==> src/rtl/vga_pkg.sv <==
// Shared constants and types for the 1080p60 line-fetch scheduler: timing totals,
// FSM state encoding and small counter helpers.
package vga_pkg;

    localparam int VGA_H_ACT       = 1920;
    localparam int VGA_H_FP        = 88;
    localparam int VGA_H_SYNC      = 44;
    localparam int VGA_H_BP        = 148;
    localparam int VGA_H_TOTAL     = VGA_H_ACT + VGA_H_FP + VGA_H_SYNC + VGA_H_BP;
    localparam int VGA_V_ACT       = 1080;
    localparam int VGA_V_FP        = 4;
    localparam int VGA_V_SYNC      = 5;
    localparam int VGA_V_BP        = 36;
    localparam int VGA_V_TOTAL     = VGA_V_ACT + VGA_V_FP + VGA_V_SYNC + VGA_V_BP;
    localparam int VGA_LINE_STRIDE = 7680;

    localparam int CNT_W = 11;

    typedef enum logic [2:0] {
        IDLE  = 3'd0,
        ARM   = 3'd1,
        REQ   = 3'd2,
        WAIT  = 3'd3,
        FLUSH = 3'd4
    } fetch_state_e;

    // Lines requested but not yet consumed; req never trails cons, so plain modulo subtraction is exact.
    function automatic logic [CNT_W-1:0] lines_ahead(input logic [CNT_W-1:0] req_line,
                                                     input logic [CNT_W-1:0] cons_line);
        return req_line - cons_line;
    endfunction

endpackage

==> src/rtl/vga_line_fetch_ctrl_if.sv <==
// Request/response bus between the line-fetch scheduler and the memory line reader.
interface vga_line_fetch_ctrl_if #(
    parameter int ADDR_W = 32
) ();

    logic              req_valid;
    logic [ADDR_W-1:0] req_addr;
    logic [11:0]       req_len;
    logic              req_ready;
    logic              line_done;

    modport master (
        output req_valid,
        output req_addr,
        output req_len,
        input  req_ready,
        input  line_done
    );

    modport slave (
        input  req_valid,
        input  req_addr,
        input  req_len,
        output req_ready,
        output line_done
    );

endinterface

==> src/rtl/vga_edge_det.sv <==
// Single-edge detector: registers the input once and flags either its rising or
// its falling transition (selected by RISING) in the cycle the new level is seen.
module vga_edge_det #(
    parameter bit RISING = 1'b1
) (
    input  logic vga_clk,
    input  logic rst_n,
    input  logic sig_i,
    output logic pulse_o
);

    logic sig_d;
    logic sig_q;

    // Next value of the delayed copy is simply the current input level.
    always_comb begin
        sig_d = sig_i;
    end

    // Delayed copy of the input for edge comparison.
    always_ff @(posedge vga_clk or negedge rst_n) begin
        if (!rst_n) begin
            sig_q <= 1'b0;
        end else begin
            sig_q <= sig_d;
        end
    end

    // Edge decode against the delayed copy.
    always_comb begin
        if (RISING) begin
            pulse_o = sig_i & ~sig_q;
        end else begin
            pulse_o = ~sig_i & sig_q;
        end
    end

endmodule

==> src/rtl/vga_line_fetch_ctrl.sv <==
// Frame-buffer line fetch scheduler: keeps up to PREFETCH_LINES lines requested ahead
// of the display, one request in flight at a time, and reports line underflow.
module vga_line_fetch_ctrl
    import vga_pkg::*;
#(
    parameter int H_ACT          = VGA_H_ACT,
    parameter int V_ACT          = VGA_V_ACT,
    parameter int ADDR_W         = 32,
    parameter int LINE_STRIDE    = VGA_LINE_STRIDE,
    parameter int PREFETCH_LINES = 2
) (
    input  logic                    vga_clk,
    input  logic                    rst_n,
    input  logic [ADDR_W-1:0]       frame_base,
    input  logic                    v_sync,
    input  logic                    pixel_de,
    vga_line_fetch_ctrl_if.master   bus,
    output logic                    frame_start,
    output logic                    underflow,
    output logic                    busy
);

    localparam logic [CNT_W-1:0]  V_LIM   = CNT_W'(V_ACT);
    localparam logic [CNT_W-1:0]  PF_LIM  = CNT_W'(PREFETCH_LINES);
    localparam logic [CNT_W-1:0]  CNT_ONE = CNT_W'(1);
    localparam logic [ADDR_W-1:0] STRIDE  = ADDR_W'(LINE_STRIDE);
    localparam logic [11:0]       LEN     = 12'(H_ACT);

    logic vs_rise_s;
    logic de_rise_s;
    logic de_fall_s;
    logic accept_s;

    fetch_state_e      state_q,       state_d;
    logic [CNT_W-1:0]  req_line_q,    req_line_d;
    logic [CNT_W-1:0]  dlv_line_q,    dlv_line_d;
    logic [CNT_W-1:0]  cons_line_q,   cons_line_d;
    logic [ADDR_W-1:0] req_addr_q,    req_addr_d;
    logic [ADDR_W-1:0] shadow_base_q, shadow_base_d;
    logic              req_valid_q,   req_valid_d;
    logic [11:0]       req_len_q,     req_len_d;
    logic              frame_start_q, frame_start_d;
    logic              underflow_q,   underflow_d;
    logic              busy_q,        busy_d;

    vga_edge_det #(.RISING(1'b1)) u_vs_rise (
        .vga_clk (vga_clk),
        .rst_n   (rst_n),
        .sig_i   (v_sync),
        .pulse_o (vs_rise_s)
    );

    vga_edge_det #(.RISING(1'b1)) u_de_rise (
        .vga_clk (vga_clk),
        .rst_n   (rst_n),
        .sig_i   (pixel_de),
        .pulse_o (de_rise_s)
    );

    vga_edge_det #(.RISING(1'b0)) u_de_fall (
        .vga_clk (vga_clk),
        .rst_n   (rst_n),
        .sig_i   (pixel_de),
        .pulse_o (de_fall_s)
    );

    // Next-state, counter and registered-output computation.
    always_comb begin
        state_d       = state_q;
        req_line_d    = req_line_q;
        dlv_line_d    = dlv_line_q;
        cons_line_d   = cons_line_q;
        req_addr_d    = req_addr_q;
        shadow_base_d = shadow_base_q;
        accept_s      = (state_q == REQ) && req_valid_q && bus.req_ready;

        case (state_q)
            IDLE: begin
                if (vs_rise_s) begin
                    state_d = ARM;
                end else begin
                    state_d = IDLE;
                end
            end
            ARM: begin
                shadow_base_d = frame_base;
                req_addr_d    = frame_base;
                req_line_d    = '0;
                dlv_line_d    = '0;
                if (vs_rise_s) begin
                    state_d = ARM;
                end else begin
                    state_d = REQ;
                end
            end
            REQ: begin
                // A handshake landing with vs_rise still leaves a line in flight: drain it first.
                if (accept_s) begin
                    req_line_d = req_line_q + CNT_ONE;
                    state_d    = vs_rise_s ? FLUSH : WAIT;
                end else if (vs_rise_s) begin
                    state_d = ARM;
                end else begin
                    state_d = REQ;
                end
            end
            WAIT: begin
                if (bus.line_done) begin
                    dlv_line_d = dlv_line_q + CNT_ONE;
                    req_addr_d = req_addr_q + STRIDE;
                    state_d    = vs_rise_s ? ARM : REQ;
                end else if (vs_rise_s) begin
                    state_d = FLUSH;
                end else begin
                    state_d = WAIT;
                end
            end
            FLUSH: begin
                if (bus.line_done) begin
                    state_d = ARM;
                end else begin
                    state_d = FLUSH;
                end
            end
            default: begin
                state_d = IDLE;
            end
        endcase

        // Consumption saturates at the request count so req_line >= cons_line always holds.
        if (state_q == ARM) begin
            cons_line_d = '0;
        end else if (de_fall_s && (cons_line_q < req_line_q)) begin
            cons_line_d = cons_line_q + CNT_ONE;
        end else begin
            cons_line_d = cons_line_q;
        end

        req_valid_d   = (state_d == REQ)
                      && (lines_ahead(req_line_d, cons_line_d) < PF_LIM)
                      && (req_line_d < V_LIM);
        req_len_d     = LEN;
        frame_start_d = vs_rise_s;
        underflow_d   = de_rise_s && (dlv_line_q == cons_line_q);
        busy_d        = (state_d == WAIT) || (state_d == FLUSH);
    end

    // State, counters and output registers.
    always_ff @(posedge vga_clk or negedge rst_n) begin
        if (!rst_n) begin
            state_q       <= IDLE;
            req_line_q    <= '0;
            dlv_line_q    <= '0;
            cons_line_q   <= '0;
            req_addr_q    <= '0;
            shadow_base_q <= '0;
            req_valid_q   <= 1'b0;
            req_len_q     <= 12'd0;
            frame_start_q <= 1'b0;
            underflow_q   <= 1'b0;
            busy_q        <= 1'b0;
        end else begin
            state_q       <= state_d;
            req_line_q    <= req_line_d;
            dlv_line_q    <= dlv_line_d;
            cons_line_q   <= cons_line_d;
            req_addr_q    <= req_addr_d;
            shadow_base_q <= shadow_base_d;
            req_valid_q   <= req_valid_d;
            req_len_q     <= req_len_d;
            frame_start_q <= frame_start_d;
            underflow_q   <= underflow_d;
            busy_q        <= busy_d;
        end
    end

    assign bus.req_valid = req_valid_q;
    assign bus.req_addr  = req_addr_q;
    assign bus.req_len   = req_len_q;
    assign frame_start   = frame_start_q;
    assign underflow     = underflow_q;
    assign busy          = busy_q;

endmodule

==> src/flat_wrapper.sv <==
// flat-port wrapper written by rule: the top's interface ports become plain ports
module vga_line_fetch_ctrl_flat import vga_pkg::*;
#(
    parameter int H_ACT          = VGA_H_ACT,
    parameter int V_ACT          = VGA_V_ACT,
    parameter int ADDR_W         = 32,
    parameter int LINE_STRIDE    = VGA_LINE_STRIDE,
    parameter int PREFETCH_LINES = 2
)
  (vga_clk, rst_n, frame_base, v_sync, pixel_de, frame_start, underflow, busy, bus_req_valid, bus_req_addr, bus_req_len, bus_req_ready, bus_line_done);
  vga_line_fetch_ctrl_if #(.ADDR_W(ADDR_W)) bus_i ();
  input  logic vga_clk;
  input  logic rst_n;
  input  logic [ADDR_W-1:0] frame_base;
  input  logic v_sync;
  input  logic pixel_de;
  output logic frame_start;
  output logic underflow;
  output logic busy;
  output wire logic [$bits(bus_i.req_valid)-1:0] bus_req_valid;
  output wire logic [$bits(bus_i.req_addr)-1:0] bus_req_addr;
  output wire logic [$bits(bus_i.req_len)-1:0] bus_req_len;
  input wire logic [$bits(bus_i.req_ready)-1:0] bus_req_ready;
  input wire logic [$bits(bus_i.line_done)-1:0] bus_line_done;
  assign bus_req_valid = bus_i.req_valid;
  assign bus_req_addr = bus_i.req_addr;
  assign bus_req_len = bus_i.req_len;
  assign bus_i.req_ready = bus_req_ready;
  assign bus_i.line_done = bus_line_done;
  vga_line_fetch_ctrl #(.H_ACT(H_ACT), .V_ACT(V_ACT), .ADDR_W(ADDR_W), .LINE_STRIDE(LINE_STRIDE), .PREFETCH_LINES(PREFETCH_LINES)) u_core (.vga_clk(vga_clk), .rst_n(rst_n), .frame_base(frame_base), .v_sync(v_sync), .pixel_de(pixel_de), .bus(bus_i), .frame_start(frame_start), .underflow(underflow), .busy(busy));
endmodule
==> config.mk <==
export PLATFORM = sky130hd
export DESIGN_NAME = vga_line_fetch_ctrl_flat
export DESIGN_NICKNAME = d
export VERILOG_FILES = /design/src/rtl/vga_pkg.sv /design/src/rtl/vga_line_fetch_ctrl_if.sv /design/src/rtl/vga_edge_det.sv /design/src/rtl/vga_line_fetch_ctrl.sv /design/src/flat_wrapper.sv
export SDC_FILE = /design/constraint.sdc
export NUM_CORES = 1
export LEC_CHECK = 0
export ABC_AREA = 1
export BUFFER_PORTS_ARGS = -buffer_cell sky130_fd_sc_hd__buf_2
export CAP_MARGIN = 30
export CORE_UTILIZATION = 60
export CTS_BUF_LIST = sky130_fd_sc_hd__clkbuf_4
export DETAILED_ROUTE_END_ITERATION = 8
export HOLD_SLACK_MARGIN = 0.1
export PLACE_DENSITY = 0.84
export SYNTH_ARGS = -nofsm -noshare
export SYNTH_HDL_FRONTEND = slang
export SYNTH_HIERARCHICAL = 1
export SYNTH_SLANG_ARGS = --single-unit
==> constraint.sdc <==
create_clock -name vga_clk -period 7.4 [get_ports vga_clk]
set_input_delay 0.74 -clock vga_clk [delete_from_list [all_inputs] [get_ports vga_clk]]
set_output_delay 0.74 -clock vga_clk [all_outputs]
set_load 0.01 [all_outputs]
==> flow_summary.yaml <==
yosys:
  ys.flop_type: "sky130_fd_sc_hd__dfrtp_1"
  synth-adder-area-share_pct: 6.95
  synth_warn: 6
  synth-seq-area-share_pct: 36.9
  post_synth_num_cell_types: 42
  main_combinational_cell_family_by_area_after_synthesis: "simple AND/OR/NAND/NOR gates"
  cell_area_after_synthesis_um2: 5150
  synth.avg_cell_area_um2: 7.18
  synth_enable_flop_cells: 0
  compound_gate_portion_of_the_synthesized_area_pct: 12.8
  ys_async_sr_fraction_pct: 100
  syn_inst: 717
  synthSimpleGateAreaFrac_pct: 29.1
  muxShareOfSynthArea_pct: 0
  ys_seq_elements: 76
  synthXorXnorAreaFrac_pct: 2.89
critical_path:
  cpLargestDelayFamily: "simple AND/OR/NAND/NOR gates"
  cp.depth: 27
  cp_num_buf_inv: 2
  cp_common_cell: "sky130_fd_sc_hd__nor2_1"
  cp_launch_point: "u_core/cons_line_q[7]"
  cp_data_arrival_time_ns: 4.05
  crit-reg2reg-capture: "u_core/bus.req_valid"
  r2r_setup_slack_ns: 3.74
  critical-path-max-stage-delay_ns: 0.54
  worst_r2r_path_depth: 27
  slowest_stage: "sky130_fd_sc_hd__dfrtp_1"
  critical_path_peak_fanout: 7
  worstSetupEndpointType: "register"
  r2r_start: "u_core/cons_line_q[7]"
  critical_path.startpoint_type: "register"
  critPathKind: "register to register"
  critical_path_endpoint: "u_core/bus.req_valid"
  cp.required_ns: 7.79
power_and_ir_drop:
  cellLeakagePower_uw: 0.00302
  ir_drop_mv: 0.122
  power.density_cell_area_nw_per_um2: 288
  design_power_total_uw: 1650
sta:
  report.final.hold_viol_count: 0
  setup_violations: 0
  finalSetupTns_ns: 0
  clock.fmax_ghz: 0.274
  finalWorstSetupSlack_ns: 3.74
  layout_worst_path_cycle_share_pct: 49.4
  skew_ns: 0.0169
  slew_headroom_pct: 39.6
  worst-slew-pin-transition_ns: 0.900
  setup_repair_after_global_routing_missed_its_margin: "false"
  final-max-slew-violation-count: 0
  finalCriticalPeriod_ns: 3.66
cells_and_area:
  insertedDiodeCount: 0
  nNetsFinal: 855
  layout.filler_cells: 683
  synthToLayoutAreaGrowth_pct: 11.3
  layout_common_cells: "sky130_fd_sc_hd__nand2_1, sky130_fd_sc_hd__inv_1, sky130_fd_sc_hd__buf_2, sky130_fd_sc_hd__dfrtp_1, sky130_fd_sc_hd__nor2_1"
  drive_gt1_share_pct: 16.0
  layout_commonest_cell: "sky130_fd_sc_hd__nand2_1"
global_routing:
  antenna_found_initial: 0
  grt.overflow.total: 0
  vias_in_the_first_global_route: 4679
  grt_max_degree: 77
  groute.usage.overall_pct: 29.1
  grt_pass1_wl_um: 20600
clock_network:
  clock_sinks: 76
  cts_buffer_depth: 2
  cts.htree.levels: 3
  clock_latency_ns: 0.44
  cts_inserted_buffers: 9
  clk_root_buffer_cell: "sky130_fd_sc_hd__clkbuf_4"
  tritoncts: "done"
  clk_pin_slew_worst_paths_ns: 0.14
  cts_setup_buffers: 0
worst_hold_path:
  min_delay_path_depth: 1
  tightest_hold_check_type: "input port to register"
detailed_routing:
  dr_total_vias: 4926
  route.final.wire_length_um: 12500
  viasPerCell: 5.48
  drt-wirelength-per-cell_um: 13.9
  ant_nets: 0
  drtPass1Iterations: 5
  drtIter0Drc: 322
  remaining_drc_errors: 0
run:
  maxCapViolations: 0
run_status:
  run_status: "finished clean"
placed_design:
  portBuffers: 77
  place_ws_ns: 3.71
  place_congestion: 0.916
  place_hpwl_um: 8970
floorplan:
  die_w_um: 94.6
  io_pins: 86
  design.die.area_um2: 8960
  die_h_um: 94.6
  placeableCoreArea_um2: 8260
  rows: 33
  initial_utilization_pct: 62.3
-- report_power, final --
group | internal [µW] | switching [µW] | total [µW]
clock | 104 | 162 | 266
combinational | 270 | 481 | 752
sequential | 520 | 114 | 635
-- kinds of logic after synthesis --
group,Yosys count
AO/OA/AOI/OAI,118
XOR/XNOR,17
adder cells (fa/ha/maj),28
buffers and inverters,141
flip-flops,76
other,2
AND/OR/NAND/NOR,335
-- cell usage after synthesis, drive strengths merged, types with 4 or more instances --
cell	count	area, µm²
o21ai	50	250
dfrtp	76	1900
nor2	67	314
ha	27	338
nand2	193	742
nand4	10	62.6
o22ai	12	75.1
xnor2	4	35.0
nand3	37	203
buf	14	101
a21oi	36	180
xor2	13	114
nor4	4	25.0
nor3	20	125
clkbuf	11	41.3
o211ai	9	67.6
inv	115	432
-- layout make-up --
class / instances / area [µm²] / area share [%]
timing repair buffer: 79 / 425 / 7.42
tap: 105 / 131 / 2.29
clock buffer: 9 / 67.6 / 1.18
sequential: 76 / 1900 / 33.2
multi-input combinational: 507 / 2700 / 47.0
inverter: 116 / 435 / 7.60
clock inverter: 7 / 73.8 / 1.29
-- repair_timing --
action                    in CTS  in global routing
gates resized for setup        0                  0
hold buffers                   0                  1
hold endpoints to repair       0                  7
-- worst reg2reg max path, stage by stage, from the launching register on --
cell                      delay (ns)
sky130_fd_sc_hd__dfrtp_1        0.54
sky130_fd_sc_hd__ha_1           0.30
sky130_fd_sc_hd__nand2_1        0.06
sky130_fd_sc_hd__nor2_1         0.05
sky130_fd_sc_hd__nand2_1        0.10
sky130_fd_sc_hd__nor2_1         0.05
sky130_fd_sc_hd__nor2_1         0.16
sky130_fd_sc_hd__nand3_1        0.11
sky130_fd_sc_hd__inv_1          0.09
sky130_fd_sc_hd__nand3_1        0.10
sky130_fd_sc_hd__nor2_1         0.17
sky130_fd_sc_hd__nand3_1        0.12
sky130_fd_sc_hd__nor2_1         0.14
sky130_fd_sc_hd__nor2_1         0.05
sky130_fd_sc_hd__nor2_1         0.16
sky130_fd_sc_hd__inv_1          0.06
sky130_fd_sc_hd__ha_1           0.34
sky130_fd_sc_hd__nand2_1        0.09
sky130_fd_sc_hd__o21a_1         0.20
sky130_fd_sc_hd__nand2_1        0.07
sky130_fd_sc_hd__nand2_1        0.06
sky130_fd_sc_hd__nand2_1        0.06
sky130_fd_sc_hd__nand4_1        0.09
sky130_fd_sc_hd__nor2_1         0.11
sky130_fd_sc_hd__nand2_1        0.06
sky130_fd_sc_hd__nor2_1         0.08
sky130_fd_sc_hd__nand3_1        0.07
sky130_fd_sc_hd__nor2_1         0.09
-- how the worst min path moves through the flow --
stage                                       from                     end  slack, ns
after floorplan           u_core/u_vs_rise/sig_q      u_core/frame_start       0.42
after global placement    u_core/u_vs_rise/sig_q      u_core/frame_start       0.44
after detailed placement  u_core/u_vs_rise/sig_q      u_core/frame_start       0.45
after CTS                                 v_sync  u_core/u_vs_rise/sig_q       0.41
after global routing                      v_sync  u_core/u_vs_rise/sig_q       0.40
final                                     v_sync  u_core/u_vs_rise/sig_q       0.42
-- through the flow --
| stage | cells | utilization [%] | hold slack, ns | cell area, µm² |
|---|---|---|---|---|
| 2_1_floorplan | 724 | - | 0.419 | 5170 |
| 3_3_place_gp | 881 | 67.2 | 0.445 | 5550 |
| 3_5_place_dp | 881 | 67.2 | 0.453 | 5550 |
| 4_1_cts | 897 | 68.9 | 0.408 | 5690 |
| 5_1_grt | 899 | 69.4 | 0.396 | 5730 |
| 6_report | 899 | 69.4 | 0.423 | 5730 |
-- per-layer routing --
metal	part of all wire, %	vias up	track usage (%)
met5	0	-	0
met4	2.2	0	11.5
met3	7.0	23	4.27
met2	47	224	49.9
met1	44	2242	36.8
li1	-	2437	-
-- state kept, by name, summed over array words and instances (netlist names), 3 cells and up --
register,count
u_core/bus.req_addr,32
u_core/cons_line_q,11
u_core/dlv_line_q,11
u_core/req_line_q,11
u_core/state_q,3
Note: power is estimated with default switching activity, not from simulation.
